==> config.mk <==
export PLATFORM = sky130hd
export DESIGN_NAME = inst_fetch_bridge
export DESIGN_NICKNAME = d
export VERILOG_FILES = /design/src/rtl/fetch_pkg.sv /design/src/rtl/inst_fetch_bridge.sv
export SDC_FILE = /design/constraint.sdc
export NUM_CORES = 1
export LEC_CHECK = 0
export CAP_MARGIN = 30
export CORE_MARGIN = 1.5
export CORE_UTILIZATION = 42
export CTS_BUF_LIST = sky130_fd_sc_hd__clkbuf_16
export CTS_CLUSTER_DIAMETER = 150
export DETAILED_ROUTE_END_ITERATION = 6
export PLACE_DENSITY = 0.84
export SYNTH_ARGS = -nofsm -noshare
export SYNTH_HDL_FRONTEND = slang
export SYNTH_SLANG_ARGS = --single-unit
==> constraint.sdc <==
create_clock -name clk -period 4.05 [get_ports clk]
set_clock_uncertainty 0.15 [all_clocks]
set_input_delay 1.0125 -clock clk [delete_from_list [all_inputs] [get_ports clk]]
set_output_delay 1.0125 -clock clk [all_outputs]
set_load 0.03 [all_outputs]
==> src/rtl/fetch_pkg.sv <==
// Shared encodings for the instruction fetch bridge: FSM state codes,
// bus transfer size and the default NOP word.
package fetch_pkg;

    localparam logic [1:0]  ST_IDLE = 2'd0;
    localparam logic [1:0]  ST_REQ  = 2'd1;
    localparam logic [1:0]  ST_WAIT = 2'd2;
    localparam logic [1:0]  ST_DONE = 2'd3;

    localparam logic [1:0]  SIZE_WORD        = 2'b10;
    localparam logic [31:0] NOP_INST_DEFAULT = 32'h0000_0000;

    // Word-aligned bus address for a fetch PC (low two bits forced to zero)
    function automatic logic [31:0] word_addr(input logic [31:0] pc);
        return pc & 32'hFFFF_FFFC;
    endfunction

endpackage

==> src/rtl/inst_fetch_bridge.sv <==
// Fetch-side bridge between the MIPS pipeline and the SRAM-like instruction
// bus. One word read per PC, at most one request outstanding; stall_o holds
// the pipeline until the instruction is presented on inst_o.
// Optional feature macro: INST_ALIGN_CHECK_EN (misaligned PC raises adel_o
// instead of issuing a bus request).
module inst_fetch_bridge
    import fetch_pkg::*;
#(
    parameter int          DATA_W   = 32,
    parameter logic [31:0] NOP_INST = NOP_INST_DEFAULT
) (
    input  logic              clk,
    input  logic              resetn,
    input  logic [31:0]       pc_i,
    input  logic              adv_i,
    input  logic              flush_i,
    output logic [DATA_W-1:0] inst_o,
    output logic              stall_o,
    output logic              adel_o,
    output logic              inst_req,
    output logic              inst_wr,
    output logic [1:0]        inst_size,
    output logic [31:0]       inst_addr,
    output logic [DATA_W-1:0] inst_wdata,
    input  logic              inst_addr_ok,
    input  logic              inst_data_ok,
    input  logic [DATA_W-1:0] inst_rdata
);

    logic [1:0]        state_r;
    logic [1:0]        state_nxt_s;
    logic              discard_r;
    logic              discard_nxt_s;
    logic [DATA_W-1:0] inst_r;
    logic [DATA_W-1:0] inst_nxt_s;
    logic              adel_r;
    logic              adel_nxt_s;
    logic              req_r;
    logic              stall_r;
    logic [DATA_W-1:0] inst_out_r;
    logic              misaligned_s;

`ifdef INST_ALIGN_CHECK_EN
    assign misaligned_s = (pc_i[1:0] != 2'b00);
`else
    assign misaligned_s = 1'b0;
`endif

    // Next-state, discard flag, held instruction and address-error decode
    always_comb begin
        state_nxt_s   = state_r;
        discard_nxt_s = discard_r;
        inst_nxt_s    = inst_r;
        adel_nxt_s    = adel_r;
        case (state_r)
            ST_IDLE: begin
                state_nxt_s = ST_REQ;
            end
            ST_REQ: begin
                if (misaligned_s) begin
                    // No bus request for a misaligned PC; a flush simply retries
                    if (flush_i) begin
                        state_nxt_s = ST_REQ;
                    end else begin
                        state_nxt_s = ST_DONE;
                        inst_nxt_s  = NOP_INST;
                        adel_nxt_s  = 1'b1;
                    end
                end else if (inst_addr_ok) begin
                    state_nxt_s   = ST_WAIT;
                    discard_nxt_s = flush_i;
                end else begin
                    state_nxt_s = ST_REQ;
                end
            end
            ST_WAIT: begin
                if (inst_data_ok) begin
                    if (discard_r || flush_i) begin
                        // Killed fetch: drop the data and re-request the current PC
                        state_nxt_s   = ST_REQ;
                        discard_nxt_s = 1'b0;
                    end else begin
                        state_nxt_s = ST_DONE;
                        inst_nxt_s  = inst_rdata;
                        adel_nxt_s  = 1'b0;
                    end
                end else begin
                    discard_nxt_s = discard_r | flush_i;
                end
            end
            ST_DONE: begin
                // flush_i and adv_i both start the next fetch; flush wins by
                // the simple fact that the held word is never shown again
                if (flush_i || adv_i) begin
                    state_nxt_s = ST_REQ;
                    adel_nxt_s  = 1'b0;
                end else begin
                    state_nxt_s = ST_DONE;
                end
            end
            default: begin
                state_nxt_s   = ST_IDLE;
                discard_nxt_s = 1'b0;
                inst_nxt_s    = NOP_INST;
                adel_nxt_s    = 1'b0;
            end
        endcase
    end

    // FSM state, discard flag and held instruction registers
    always_ff @(posedge clk or negedge resetn) begin
        if (!resetn) begin
            state_r   <= ST_IDLE;
            discard_r <= 1'b0;
            inst_r    <= NOP_INST;
        end else begin
            state_r   <= state_nxt_s;
            discard_r <= discard_nxt_s;
            inst_r    <= inst_nxt_s;
        end
    end

    // Outputs decoded from the next state so they leave the block on flops
    always_ff @(posedge clk or negedge resetn) begin
        if (!resetn) begin
            req_r      <= 1'b0;
            stall_r    <= 1'b1;
            inst_out_r <= NOP_INST;
            adel_r     <= 1'b0;
        end else begin
            req_r      <= (state_nxt_s == ST_REQ);
            stall_r    <= (state_nxt_s != ST_DONE);
            inst_out_r <= (state_nxt_s == ST_DONE) ? inst_nxt_s : NOP_INST;
            adel_r     <= adel_nxt_s;
        end
    end

    // Request is suppressed combinationally for a misaligned PC, since the
    // PC may only settle to its new value in the REQ cycle itself
    assign inst_req   = req_r & ~misaligned_s;
    assign inst_addr  = word_addr(pc_i);
    assign inst_wr    = 1'b0;
    assign inst_size  = SIZE_WORD;
    assign inst_wdata = {DATA_W{1'b0}};
    assign inst_o     = inst_out_r;
    assign stall_o    = stall_r;
    assign adel_o     = adel_r;

endmodule

Yosys cells after proc, flatten, opt, wreduce, memory -nomap -nowiden
Index checks and enable logic that the tools add are counted.
Widths: inputs -> output; s select.
{"block": "op_classes", "n_eq_ne": 11, "muxes": 17, "bitwise": 1, "n_reduce_logical": 7}
{"cell": "$mux 32", "n": 4}
{"cell": "$ne 2x2->1 const B", "n": 5}
{"cell": "$mux 2", "n": 4}
{"cell": "$pmux 2 s4", "n": 1}
{"cell": "$eq 2x2->1 const B", "n": 3}
{"cell": "$mux 1", "n": 6}
{"cell": "$eq 2x1->1 const B", "n": 2}
{"cell": "$pmux 1 s2", "n": 2}
{"cell": "$reduce_and 4->1", "n": 1}
{"cell": "$reduce_bool 2->1", "n": 2}
{"cell": "$ne 3x3->1 const B", "n": 1}
{"cell": "$reduce_and 3->1", "n": 1}
{"cell": "$logic_not 2->1", "n": 1}
{"cell": "$logic_or 1x1->1", "n": 2}
{"cell": "$or 1x1->1", "n": 1}
{"block": "totals", "reg_bits": 70, "inputBits": 70, "output_inout_bits": 102, "word_cells": 43}

Depth between registers and ports, before layout
Gate-level depths: netlist of run 1.
{"block": "logic_depth", "word_depth": 6, "depth_mapped": 5, "depth_no_buf": 3}

Worst setup path after synthesis of run 1
Ideal clock, no wire load.
{"block": "synth_timing", "path_kind": "input-to-output", "from": "in pc_i[10]", "to": "out inst_addr[10]", "t_arrival_ps": 1158, "required_ps": 2888, "setup_slack_ps": 1730, "stages": 1, "path_buffers": 1, "path_cell_list": "buf_4"}
{"element": "start: declaration", "line": "inst_fetch_bridge.sv:14", "source": "input logic [31:0] pc_i,"}
{"element": "end: declaration", "line": "inst_fetch_bridge.sv:23", "source": "output logic [31:0] inst_addr,"}
No word-level cell between the ends.

Final worst setup path of run 1
{"block": "layout_timing", "from": "in inst_data_ok", "to": "reg inst_r[31]"}
{"block": "layout_via", "elab_chain_len": 2}
{"element": "start: declaration", "line": "inst_fetch_bridge.sv:26", "source": "input logic inst_data_ok,"}
{"element": "$mux 32", "line": "inst_fetch_bridge.sv:77", "source": "if (inst_data_ok) begin"}
{"element": "$mux 32"}
{"element": "net inst_nxt_s[31]", "line": "inst_fetch_bridge.sv:35", "source": "logic [DATA_W-1:0] inst_nxt_s;"}
{"element": "end signal: assignment", "line": "inst_fetch_bridge.sv:119", "source": "inst_r <= inst_nxt_s;"}
{"element": "end: declaration", "line": "inst_fetch_bridge.sv:34", "source": "logic [DATA_W-1:0] inst_r;"}
The timed path passes the listed nets, and every way through them passes these cells.
A chain may end at the register's enable or synchronous reset.

==> key figures, run 1 <==
Pwr
  • Max VDD drop: 0.189 mV
  • Power per cell area: 602 nW/um^2
  • Leakage: roughly 1.8 nW

STA
  • Fin worst setup slack: between 1 and 1.5 ns
  • Slew @ Worst Pin: 0.761 ns
  • Peak Freq: approximately 0.36 GHz
  • Final max-slew violation count: 0
  • Part of the cycle the worst path needs: a little under 70%
  • Min Hold Slack: 0.332 ns
  • TNS Setup: 0 ns
  • Final Hold Vio Count: 0
  • Fin crit period: 2.79 ns
  • Setup Viol. Count Final: 0
  • Unrepaired setup endpoints after global routing: no
  • Slew margin rel.: 49.3%

Floorplanning
  • DIE AREA: 8230 sq um
  • I/O pin total: between 150 and 200
  • Core box area: 7330 sq um
  • Die H: 90.7 microns
  • Initial core utilization: between 40% and 50%
  • Row count: 31
  • Die boundary width: 90.7 microns

GRT
  • Grt ovf: 0
  • First-pass GRT wire length: 8870 microns
  • Largest net degree at the start of global routing: a little over 40
  • Number of global-route vias before repair: 1697
  • GRT Total Usage: 14.1%
  • Initial antenna violation count: 0

Synthesis
  • Largest family of logic cells by synthesized area: buffers and inverters
  • Unique cell type count in the Yosys netlist: 26
  • Synth Area in Simple Gates: 2.29%
  • Mux cell area share after synthesis: 14.4%
  • Synth Instances: 233
  • Avg Synthesized Cell Area: around 14 sq um
  • Area fraction in compound gates after synthesis: 10.0%
  • Area share of fa/ha/maj cells after synthesis: 0%
  • Post-synth top area share: 52.7%
  • Synth Cell Area: 3230 sq um
  • Area leader, netlist: dfrtp_1
  • Yosys warns: 0
  • Xor and xnor area share after synthesis: 0%
  • Yosys reg bits: 69
  • Seq/Total Area, Yosys: 53.5%
  • Synth area leaders: dfrtp_1 53%, buf_4 16%, mux2_4 13%

Route
  • WL/cell: 14.8 microns
  • Routed wl met3: between 500 and 600 microns
  • DRT Wirelength: 5610 microns
  • WL met2: 2750 microns
  • Via count: 1777
  • Via density: roughly 4.7
  • Starting DRT DRC Count: 34
  • Wl on met1: between 2000 and 2500 microns
  • DRT Pass-1 Iters: 4
  • Highest metal used: met4
  • Final ANT Viol Nets: 0
  • # DRC: 0

Clock network
  • Resize count post-CTS: 0
  • Maximum clock path buffer count: 2
  • Clock Latency Late Sink: ~0.32 ns
  • Hold buffers post-CTS: 0
  • Clock sink total: 69
  • CTS tree: yes
  • Clk pin slew, worst setup/hold paths: around 0.05 ns
  • Clock root cell: clkbuf_16
  • H-tree levels: 3
  • Post-CTS setup buffer count: 0
  • Num CTS Buffers: 9

Job
  • # Max-Cap Violations: 0

Worst hold path
  • Worst hold-check path type: register to register

Setup path
  • Crit Path Class: input port to register
  • Crit end category: register
  • CP Data Arrival Time: 2.84 ns
  • Worst setup SP type: input port
  • Top fanout value on the critical path: 40
  • Worst path required time: 4.10 ns

Layout
  • Most frequent cells in the layout: 70 x clkdlybuf4s50_1, 68 x dfrtp_1, 38 x conb_1, 32 x a22o_1, 28 x mux2_4
  • Ant diodes: 0
  • Layout Nets: 346
  • Final core occ: 53.7%
  • Synth-to-layout area growth: 21.9%
  • Commonest non-fill, non-tap cell in the layout: clkdlybuf4s50_1
  • Layout cells sized above 1: 19.6%
  • Non-Filler Instances: between 300 and 400

Placement
  • Post-DP HPWL: 3890 microns
  • Placed cell count: 364
  • GP Congestion: 0.742
  • Port buffer count: 71
  • Setup WS pre-CTS: approximately 0.90 ns

Status
  • Status: finished clean
-- synth_stat cells --
cell type,instances
a211oi_1,2
a21oi_1,2
a22o_1,32
and2_1,1
and2_4,1
and3_1,1
buf_12,3
buf_2,3
buf_4,71
buf_8,1
clkbuf_2,1
conb_1,2
dfrtp_1,68
dfstp_2,1
inv_1,1
mux2_2,4
mux2_4,28
nand2_1,1
nand3_1,1
nand3b_1,1
nor2_1,1
nor2b_1,2
nor3b_1,1
nor3b_2,1
o21ai_0,2
o31a_1,1
-- cell families (layout without fill, tap and decap cells) --
logic type      count (synthesis)  after routing
flops                          69             69
other cells                     2             38
compound gates                 39             39
buf+inv                        80             92
mux                            32             32
simple gates                   11             11
-- power breakdown --
part	internal, mW	switching (mW)
combinational	0.322	0.255
sequential	0.881	0.109
clock	0.535	0.267
-- final cells by class --
| type | instances | area (sq um) |
|---|---|---|
| repair buffers | 75 | 761 |
| fillers | 597 | 3390 |
| well taps | 99 | 124 |
| inverters | 1 | 3.75 |
| flip-flops and latches | 69 | 1730 |
| clock inverters | 7 | 91.3 |
| clock buffers | 9 | 225 |
| multi-input cells | 120 | 1010 |
-- layer usage --
metal  vias up  global-route usage [%]
li1        786                       -
met1       865                    16.7
met2       111                    22.2
met3        15                    5.05
met4         0                    7.41
met5         -                       0
-- worst max-delay path, cell delays in order --
cell	delay (ns)
clkdlybuf4s50_1	0.51
nor3b_2	0.24
and2_4	0.41
buf_12	0.29
mux2_2	0.36
-- sequential cells by signal, indices dropped and copies added (netlist names) --
register and count:
stall_o 1, inst_r 32, discard_r 1, inst_req 1, inst_o 32, state_r 2
-- per-stage QoR --
step / power (mW) / instance area [sq um]
after floorplan: 1.47 / 3370
after global placement: 1.55 / 3620
after detailed placement: 1.57 / 3620
after CTS: 2.40 / 3940
after global routing: 2.48 / 3940
final: 2.37 / 3940
-- worst paths after layout --
path | cells past startpoint | from | slack (ns) | endpoint
min in group asynchronous | 1 | resetn | 0.61 | inst_o[24]
hold / removal | 1 | inst_r[31] | 0.33 | inst_o[31]
hold reg to reg | 1 | inst_r[31] | 0.33 | inst_o[31]
setup reg to reg | 4 | state_r[0] | 1.98 | inst_r[31]
max in group asynchronous | 2 | resetn | 2.37 | inst_o[20]
setup / recovery | 5 | inst_data_ok | 1.26 | inst_r[31]
Power figures use the tool's default switching activity.
==> inputs of run 2 (changes only) <==
--- a/config.mk
+++ b/config.mk
@@ -7,11 +7,11 @@
 export LEC_CHECK = 0
 export CAP_MARGIN = 30
 export CORE_MARGIN = 1.5
-export CORE_UTILIZATION = 42
+export CORE_UTILIZATION = 39
 export CTS_BUF_LIST = sky130_fd_sc_hd__clkbuf_16
 export CTS_CLUSTER_DIAMETER = 150
 export DETAILED_ROUTE_END_ITERATION = 6
-export PLACE_DENSITY = 0.84
+export PLACE_DENSITY = 0.79
 export SYNTH_ARGS = -nofsm -noshare
 export SYNTH_HDL_FRONTEND = slang
 export SYNTH_SLANG_ARGS = --single-unit
==> constraint.sdc (replaced) <==
create_clock -name clk -period 2.9 [get_ports clk]
set_clock_uncertainty 0.15 [all_clocks]
set_input_delay 0.725 -clock clk [delete_from_list [all_inputs] [get_ports clk]]
set_output_delay 0.725 -clock clk [all_outputs]
set_load 0.03 [all_outputs]
==> run 2 against run 1 <==
- via count grew 1.6%
- clock power grew 42%
- sequential power grew 39%
- flip-flop and latch count is the same
==> key figures, run 2 (synthesized netlist as in run 1, its figures left out) <==
Clock network
  • Clock Latency Late Sink: 0.32 ns
  • CTS tree: yes
  • Num CTS Buffers: 9
  • Post-CTS setup buffer count: 0
  • Hold buffers post-CTS: 0
  • Clock root cell: clkbuf_16
  • Maximum clock path buffer count: 2
  • Clk pin slew, worst setup/hold paths: 0.06 ns
  • Clock sink total: between 60 and 70
  • Resize count post-CTS: 0
  • H-tree levels: 3

Floorplanning
  • Row count: 33
  • I/O pin total: 172
  • Initial core utilization: 39.7%
  • DIE AREA: 8840 sq um
  • Die boundary width: approximately 94 microns
  • Die H: about 94 microns
  • Core box area: a little over 8000 sq um

Layout
  • Area of the multi-input gates: 1010 sq um
  • Reg area: 1730 sq um
  • Layout cells sized above 1: 20.1%
  • Filler Cell Count: roughly 740
  • Synth-to-layout area growth: 22.6%
  • Non-Filler Instances: slightly below 400
  • Most frequent cells in the layout: 70 x clkdlybuf4s50_1, 68 x dfrtp_1, 38 x conb_1, 32 x a22o_1, 28 x mux2_4
  • Commonest non-fill, non-tap cell in the layout: clkdlybuf4s50_1
  • Ant diodes: 0
  • Layout Nets: between 300 and 400

Setup path
  • Largest stage delay on the critical path: ~0.66 ns
  • Kind of cell adding the most delay to the critical path: buffers and inverters
  • CP Cell Sequence: clkdlybuf4s50_1
  • Worst path required time: 2.03 ns
  • Crit Path Class: register to output pin
  • Slowest cell on crit path: clkdlybuf4s50_1
  • CP Data Arrival Time: 1.49 ns
  • Critical Path Start: stall_o
  • Crit end category: output pin
  • Worst r2r src: state_r[0]
  • Top fanout value on the critical path: 1
  • CP Buf/Inv Count: 1
  • Worst setup SP type: register

Placement
  • Port buffer count: 71
  • Post-DP HPWL: 4000 microns
  • Placed cell count: between 300 and 400
  • GP Congestion: 0.731

GRT
  • Initial antenna violation count: 0
  • GRT Total Usage: 13.8%
  • Largest net degree at the start of global routing: 37
  • First-pass GRT wire length: approximately 9100 microns
  • Grt ovf: 0
  • Number of global-route vias before repair: between 1.5k and 2k

Pwr
  • Tot Pwr: around 3.3 mW
  • Leakage: 1.84 nW
  • Power per cell area: 838 nW/um^2
  • Max VDD drop: 0.266 mV

Job
  • # Max-Cap Violations: 0

Route
  • Wl on met1: around 2300 microns
  • Routed wl met3: 506 microns
  • WL/cell: approximately 15 microns
  • Final ANT Viol Nets: 0
  • Highest metal used: met4
  • DRT Pass-1 Iters: 4
  • Via count: 1806
  • WL met2: ~2800 microns
  • Via density: about 4.7
  • DRT Wirelength: around 5800 microns
  • Starting DRT DRC Count: 29
  • # DRC: 0

STA
  • Final max-slew violation count: 0
  • Slew @ Worst Pin: around 0.54 ns
  • Fin crit period: 2.37 ns
  • Part of the cycle the worst path needs: 81.7%
  • Unrepaired setup endpoints after global routing: no
  • Slew margin rel.: around 64%
  • Peak Freq: 0.422 GHz
  • TNS Setup: 0 ns
  • Setup Viol. Count Final: 0
  • Final Hold Vio Count: 0

Worst hold path
  • Worst hold-check path type: input port to asynchronous set/reset pin

Status
  • Status: finished clean
==> run 2: changes by cell type in the layout (fill, tap and decap cells not counted), sizes merged <==
cell	change
buf	+2
==> run 2: cell type report <==
class / count / area share (%)
clock buffers: 9 / 5.69
clock inverters: 7 / 2.31
inverters: 1 / 0.0948
multi-input cells: 120 / 25.4
flip-flops and latches: 69 / 43.6
well taps: 105 / 3.32
repair buffers: 77 / 19.6
==> run 2: power breakdown <==
group	leakage, nW	internal, mW	switching [mW]
clock	0.161	0.748	0.388
sequential	0.913	1.23	0.151
combinational	0.768	0.450	0.353
==> run 2: stage by stage <==
step / worst slack (ns) / area, sq um / util (%) / hold slack (ns)
2_1_floorplan: 0.991 / 3370 / - / 0.279
4_1_cts: 0.511 / 3960 / 48.7 / 0.240
3_3_place_gp: 0.345 / 3640 / 44.8 / 0.321
6_report: 0.532 / 3960 / 48.7 / 0.233
5_1_grt: 0.495 / 3960 / 48.7 / 0.269
3_5_place_dp: 0.337 / 3640 / 44.8 / 0.327
==> run 2: routing by layer <==
metal,up-vias,global-route usage (%)
li1,790,-
met1,884,15.8
met2,113,22.1
met3,19,4.77
met4,0,8.33
met5,-,0
==> run 2: worst paths after layout <==
check / endpoint / slack [ns] / cells after the start
worst max-delay path: stall_o / 0.53 / 1
worst min-delay path: inst_r[16] / 0.23 / 1
worst max register to register: inst_r[28] / 1.06 / 4
worst min register to register: inst_o[7] / 0.34 / 1
max in group asynchronous: inst_r[9] / 1.61 / 2
min in group clk: inst_o[7] / 0.34 / 1
